File: src/rtl/pipe_stage_buf.sv
// Valid/ready pipeline register with hazard STALL/FLUSH (FLUSH dominant) and optional 2-entry skid.
// Latency 1 cycle; SKID=1 gives a registered IN_READY at full throughput, SKID=0 a combinational one.
module pipe_stage_buf #(
    parameter int DATA_W         = 32,
    parameter int SKID           = 1,
    parameter int CLEAR_ON_FLUSH = 1,
    parameter int CNT_W          = 16
) (
    input  logic              CLOCK,
    input  logic              RESET,
    input  logic              STALL,
    input  logic              FLUSH,
    input  logic              IN_VALID,
    output logic              IN_READY,
    input  logic [DATA_W-1:0] IN_DATA,
    output logic              OUT_VALID,
    input  logic              OUT_READY,
    output logic [DATA_W-1:0] OUT_DATA,
    output logic [1:0]        OCCUPANCY,
    output logic [CNT_W-1:0]  BUBBLE_COUNT
);

    typedef enum logic [1:0] {
        EMPTY = 2'd0,
        ONE   = 2'd1,
        FULL  = 2'd2
    } state_t;

    state_t            state, stateNxt;
    logic [DATA_W-1:0] mainData, mainNxt;
    logic [DATA_W-1:0] skidData, skidNxt;
    logic              outValidQ, inReadyQ;
    logic              inReadyInt, inXfer, outXfer, bubble;
    logic [CNT_W-1:0]  bubbleCnt;

    assign outXfer    = outValidQ & OUT_READY & ~STALL;
    assign inReadyInt = (SKID != 0) ? inReadyQ : (~outValidQ | (OUT_READY & ~STALL));
    assign inXfer     = IN_VALID & inReadyInt & ~FLUSH;
    assign bubble     = OUT_READY & ~STALL & ~outValidQ;

    always_comb begin
        stateNxt = state;
        mainNxt  = mainData;
        skidNxt  = skidData;
        if (FLUSH) begin
            stateNxt = EMPTY;
            if (CLEAR_ON_FLUSH != 0) begin
                mainNxt = '0;
                skidNxt = '0;
            end
        end else begin
            case (state)
                EMPTY: begin
                    if (inXfer) begin
                        stateNxt = ONE;
                        mainNxt  = IN_DATA;
                    end
                end
                ONE: begin
                    // SKID=0 can only accept while ONE when the head leaves in the same cycle.
                    if (inXfer && outXfer) begin
                        mainNxt = IN_DATA;
                    end else if (inXfer && (SKID != 0)) begin
                        stateNxt = FULL;
                        skidNxt  = IN_DATA;
                    end else if (outXfer) begin
                        stateNxt = EMPTY;
                    end
                end
                FULL: begin
                    if (outXfer) begin
                        stateNxt = ONE;
                        mainNxt  = skidData;
                    end
                end
                default: stateNxt = EMPTY;
            endcase
        end
    end

    always_ff @(posedge CLOCK or negedge RESET) begin
        if (!RESET) begin
            state     <= EMPTY;
            mainData  <= '0;
            skidData  <= '0;
            outValidQ <= 1'b0;
            inReadyQ  <= 1'b1;
        end else begin
            state     <= stateNxt;
            mainData  <= mainNxt;
            skidData  <= skidNxt;
            outValidQ <= (stateNxt != EMPTY);
            inReadyQ  <= (stateNxt != FULL);
        end
    end

    // Saturating; FLUSH deliberately has no effect on the statistic.
    always_ff @(posedge CLOCK or negedge RESET) begin
        if (!RESET) begin
            bubbleCnt <= '0;
        end else if (bubble && (bubbleCnt != {CNT_W{1'b1}})) begin
            bubbleCnt <= bubbleCnt + CNT_W'(1);
        end
    end

    assign IN_READY     = inReadyInt;
    assign OUT_VALID    = outValidQ;
    assign OUT_DATA     = mainData;
    assign OCCUPANCY    = state;
    assign BUBBLE_COUNT = bubbleCnt;

endmodule
File: config.mk
export PLATFORM = sky130hd
export DESIGN_NAME = pipe_stage_buf
export DESIGN_NICKNAME = d
export VERILOG_FILES = /design/src/rtl/pipe_stage_buf.sv
export SDC_FILE = /design/constraint.sdc
export NUM_CORES = 1
export LEC_CHECK = 0
export ABC_AREA = 1
export CAP_MARGIN = 20
export CORE_ASPECT_RATIO = 1.75
export CORE_UTILIZATION = 55
export DETAILED_ROUTE_END_ITERATION = 10
export PLACE_DENSITY = 0.92
export SYNTH_ARGS = -nofsm -noshare
export SYNTH_HDL_FRONTEND = slang
export SYNTH_SLANG_ARGS = --single-unit
File: constraint.sdc
create_clock -name CLOCK -period 3.8 [get_ports CLOCK]
set_input_delay 0.57 -clock CLOCK [delete_from_list [all_inputs] [get_ports CLOCK]]
set_output_delay 0.57 -clock CLOCK [all_outputs]
set_load 0.05 [all_outputs]
=== Word level (Yosys, flattened, before mapping) ===
Index checks and enable logic that the tools add are counted.

* Register bits: 84
* Output and inout port bits: 52
* Word-level logic and storage cells: 48

* Add/subtract/negate cells: 1
* Eq/ne operators: 8
* Muxes and demuxes: 15
* Bitwise logic cells: 9
* Reductions and logical operators: 9

{| class="wikitable"
|+ Operators by type and width
! operator !! number
|-
| 32-bit two-way mux || 7
|-
| 32-bit one-hot mux with 3 select lines || 1
|-
| 16-bit by 1-bit adder with 16-bit output, second input constant || 1
|-
| 16-bit != test, second input constant || 1
|-
| 2-bit two-way mux || 6
|-
| 3-bit != test, second input constant || 3
|-
| 1-bit bitwise AND || 6
|-
| 2-bit one-hot mux with 3 select lines || 1
|-
| 2-bit nonzero test || 3
|-
| 2-bit != test, second input constant || 2
|-
| 4-bit AND reduction || 1
|-
| 4-bit nonzero test || 1
|-
| 1-bit NOT || 3
|-
| 3-bit AND reduction || 1
|-
| 2-bit by 1-bit == test with 1-bit output, second input constant || 1
|-
| 2-bit == test, second input constant || 1
|-
| 1-bit logical AND || 2
|-
| 2-bit zero test || 1
|}

=== Depth between registers and ports, before layout ===
* Word-level depth: 8
* Depth in mapped cells: 10
* Mapped depth without buffers: 9

=== Worst setup path before layout ===
No wires, ideal clock.

* Kind: register to register
* Start point: register bubbleCnt[0], in the netlist BUBBLE_COUNT[0]
* End point: register bubbleCnt[10], in the netlist BUBBLE_COUNT[10]
* Data arrival time: 1.717 ns
* Data required time: 3.734 ns
* Setup slack: 2.017 ns
* Stages on the path, launching flop included: 9
* Path buffers: 1
* Period minus slack after synthesis: 1.783 ns
* Path through: dfrtp_1 ha_1 nand3_2 nor2_1 nand2_1 nand2_4 buf_6 nand2_1 nand2_1

* Cells in the longest elaborated chain, start to end: 2

{| class="wikitable"
|+ Ends and longest elaborated chain
! item !! line !! RTL
|-
| from (decl) || 34 || <nowiki>logic [CNT_W-1:0] bubbleCnt;</nowiki>
|-
| from (signal assigned) || 102 || <nowiki>bubbleCnt <= bubbleCnt + CNT_W'(1);</nowiki>
|-
| parallel branches: the longest is 2 deep, another holds 16-bit by 1-bit adder with 16-bit output || -- ||
|}

Several ways; the timed one is not identified.
A chain may end at the register's enable or synchronous reset.

=== Final worst setup path ===
* Start point: register state[0], in the netlist OCCUPANCY[0]
* End point: register mainData[21], in the netlist OUT_DATA[21]

* Cells in the longest elaborated chain, start to end: 3

{| class="wikitable"
|+ Ends and longest elaborated chain
! item !! line !! RTL
|-
| from (decl) || 29 || <nowiki>state_t state, stateNxt;</nowiki>
|-
| from (signal assigned) || 89 || <nowiki>state <= stateNxt;</nowiki>
|-
| 2-bit by 1-bit == test with 1-bit output, or another cell as far along || 52 || <nowiki>case (state)</nowiki>
|-
| 3-bit != test (no line), or another cell as far along || -- ||
|-
| 4-bit AND reduction (no line) or 32-bit two-way mux (tied branches) || -- ||
|-
| to (signal assigned) || 90 || <nowiki>mainData <= mainNxt;</nowiki>
|-
| to (decl) || 30 || <nowiki>logic [DATA_W-1:0] mainData, mainNxt;</nowiki>
|}

Parallel ways exist; a longest one is shown, timed or not.

==> impl_metrics.sql <==
INSERT INTO impl_metrics (metric_group, metric, value, unit) VALUES
('critical_path', 'worst_ep_required_time', '4.02', 'ns'),
('power_and_ir_drop', 'post-layout-total-power', '2.61', 'mW'),
('power_and_ir_drop', 'power.combinational.fraction', '23.8', '%'),
('placement', 'place.port_buffers', '89', ''),
('timing', 'worst_slew_pin_slew', '0.884', 'ns'),
('timing', 'max_clock_freq', '376', 'MHz'),
('power_and_ir_drop', 'power.switching', '828', 'µW'),
('grt', 'globalRoute.totalOverflow', '0', ''),
('clocking', 'cts_root_buffer', 'clkbuf_16', ''),
('placement', 'worst_slack_after_detailed_placement', '1.11', 'ns'),
('finish', 'post_layout_inst_area', '0.00542', 'mm²'),
('die', 'initial_utilization', '56.5', '%'),
('detailed_routing', 'detail_route.vias_per_cell', '5.58', ''),
('synth', 'synth_warnings', '0', ''),
('placement', 'place_congestion', '0.834', ''),
('synth', 'async_flop_share', '100', '%'),
('clocking', 'tritoncts', 'yes', ''),
('synth', 'register_area_share_after_synthesis', '49.5', '%'),
('critical_path', 'critical_path.reg2reg.startpoint', 'OCCUPANCY[0]', ''),
('synth', 'total_standard_cell_area_after_synthesis', '0.00425', 'mm²'),
('critical_path', 'path_max_fanout', '34', ''),
('power_and_ir_drop', 'power_leakage', '2.58', 'nW'),
('clocking', 'post_cts_buffers', '0', ''),
('detailed_routing', 'dr.first_iter.drc_count', '310', ''),
('synth', 'leading_cell_types_by_total_area_after_synthesis', 'dfrtp_1 49%, nand2_1 18%, nor2_1 7.4%', ''),
('synth', 'yosys_register_bits', '84', ''),
('clocking', 'clk_latency_worst_skew_pair', '0.34', 'ns'),
('timing', 'setup_slack', '1.14', 'ns'),
('detailed_routing', 'detail-route-antenna-nets', '0', ''),
('critical_path', 'critical_path.reg2reg.endpoint', 'OUT_DATA[21]', ''),
('clocking', 'cts_repair_resized_insts', '0', ''),
('critical_path', 'critPathCaptureType', 'register', ''),
('placement', 'detailed_place.area', '0.00507', 'mm²'),
('detailed_routing', 'drc_errors', '0', ''),
('grt', 'grt_antenna_before_repair', '0', ''),
('die', 'chipHeight', '118', 'µm'),
('critical_path', 'critical_path_arrival', '2.88', 'ns'),
('timing', 'final_max_slew_viol_count', '0', ''),
('timing', 'finalHoldViolations', '0', ''),
('synth', 'synthDominantAreaCellType', 'dfrtp_1', ''),
('clocking', 'clk_transition_reported_paths', '0.06', 'ns'),
('clocking', 'cts-root-to-sink-buffers', '2', ''),
('run', 'max_cap_violations', '0', ''),
('timing', 'fin_skew', '0.00582', 'ns'),
('power_and_ir_drop', 'power_frac_clock', '35.7', '%'),
('synth', 'synth_fp_nets', '603', ''),
('grt', 'grt_start_max_net_pins', '85', ''),
('clocking', 'cts_max_level', '3', ''),
('finish', 'syn2layout_area_growth', '27.6', '%'),
('synth', 'yosys.cell_count.top_type', 'nand2_1', ''),
('run_status', 'status', 'completed', ''),
('clocking', 'cts_made_buffers', '9', ''),
('synth', 'synth-edff-count', '0', ''),
('timing', 'fin_setup_tns', '0', 'ns'),
('finish', 'final_net_count', '675', ''),
('power_and_ir_drop', 'pwr_dens', '482', 'mW/mm²'),
('critical_path', 'critical_path.startpoint_type', 'register', ''),
('finish', 'final_layout_size_suffix_gt1_share', '5.46', '%'),
('power_and_ir_drop', 'power.internal', '1.78', 'mW'),
('timing', 'fin_crit_sh', '69.9', '%'),
('grt', 'grt_pass1_wl', '17600', 'µm'),
('detailed_routing', 'post_drt_wl_per_cell', '14.8', 'µm'),
('die', 'die_area', '0.00809', 'mm²'),
('critical_path', 'worstSetupEndpoint', 'OUT_DATA[21]', ''),
('critical_path', 'critPathLaunch', 'OCCUPANCY[0]', ''),
('synth', 'synth.top_cell.area_share', '48.9', '%'),
('power_and_ir_drop', 'netSwitchingFraction', '31.7', '%'),
('synth', 'synth.avg_cell_area', '7.53', 'µm²'),
('synth', 'synth_ff_type', 'dfrtp_1', ''),
('timing', 'timing.final.setup_violations', '0', ''),
('grt', 'grt_pass1_vias', '3785', '');
sequential cells by signal (all words and copies together), names as in the netlist:
name and cells:
OUT_VALID 1, skidData 32, OUT_DATA 32, OCCUPANCY 2
IN_READY 1, BUBBLE_COUNT 16
worst max-delay path, cell delays in order, from the launching register on:
cell	delay (ns)
dfrtp_1	0.45
inv_2	0.08
nand2_2	0.49
inv_2	0.43
nand3_2	0.19
nand2_2	0.08
inv_4	0.27
nand2_4	0.30
nand2_1	0.17
nand2_1	0.07
final cells by class:
type                    instances  area, µm²
flip-flops and latches         84       2100
repair buffers                 91        923
inverters                      21       86.3
fillers                       577       2100
multi-input cells             429       1880
clock buffers                  11        243
clock inverters                 5       75.1
well taps                      88        110
layout by cell type (no fill, tap or decap), drive strengths merged:
master and count:
o21ai 36, ha 1, a21oi 35, clkdlybuf4s50 88, inv 21, clkinv 3, buf 3, bufinv 2
clkbuf 11, nor2 84, nand2 212, dfrtp 83, nand3 42, xnor2 8, nand4 9, nand3b 2
dfstp 1
power by group through the flow:
stage	registers (mW)	clock network (mW)	logic [mW]
floorplan	1.26	0	0.199
global placement	1.07	0	0.601
detailed placement	1.07	0	0.616
CTS	1.06	0.941	0.619
global route	1.07	0.974	0.667
finish	1.06	0.933	0.621
how the worst min path moves through the flow:
stage	cells past startpoint	startpoint	slack (ns)	end
floorplan	0	RESET	0.27	BUBBLE_COUNT[0]
global placement	2	OUT_DATA[9]	0.46	OUT_DATA[9]
detailed placement	2	OUT_DATA[23]	0.46	OUT_DATA[23]
CTS	1	RESET	0.46	BUBBLE_COUNT[6]
global route	1	RESET	0.10	BUBBLE_COUNT[6]
finish	1	RESET	0.09	BUBBLE_COUNT[6]
routing by layer:
layer	track usage [%]	part of all wire (%)	up-vias
met1	34.3	38	1941
li1	-	-	1943
met4	14.1	3.1	0
met5	0	0	-
met3	4.73	4.7	25
met2	49.1	55	156
metrics by stage:
stage	cells	utilization [%]	hold WS, ns
finish	729	72.1	0.0932
global route	729	72.1	0.105
CTS	728	71.7	0.461
detailed placement	712	67.5	0.460
global placement	712	67.5	0.462
floorplan	564	-	0.274
cell families after synthesis:
logic type | share of synthesized area (%)
xor gates and xnor gates | 1.65
buffers and inverters | 6.25
AOI/OAI and AO/OA | 8.37
DFF | 49.5
and+or+nand+nor | 33.9
adders and majority gates | 0.295
Power figures use the tool's default switching activity.
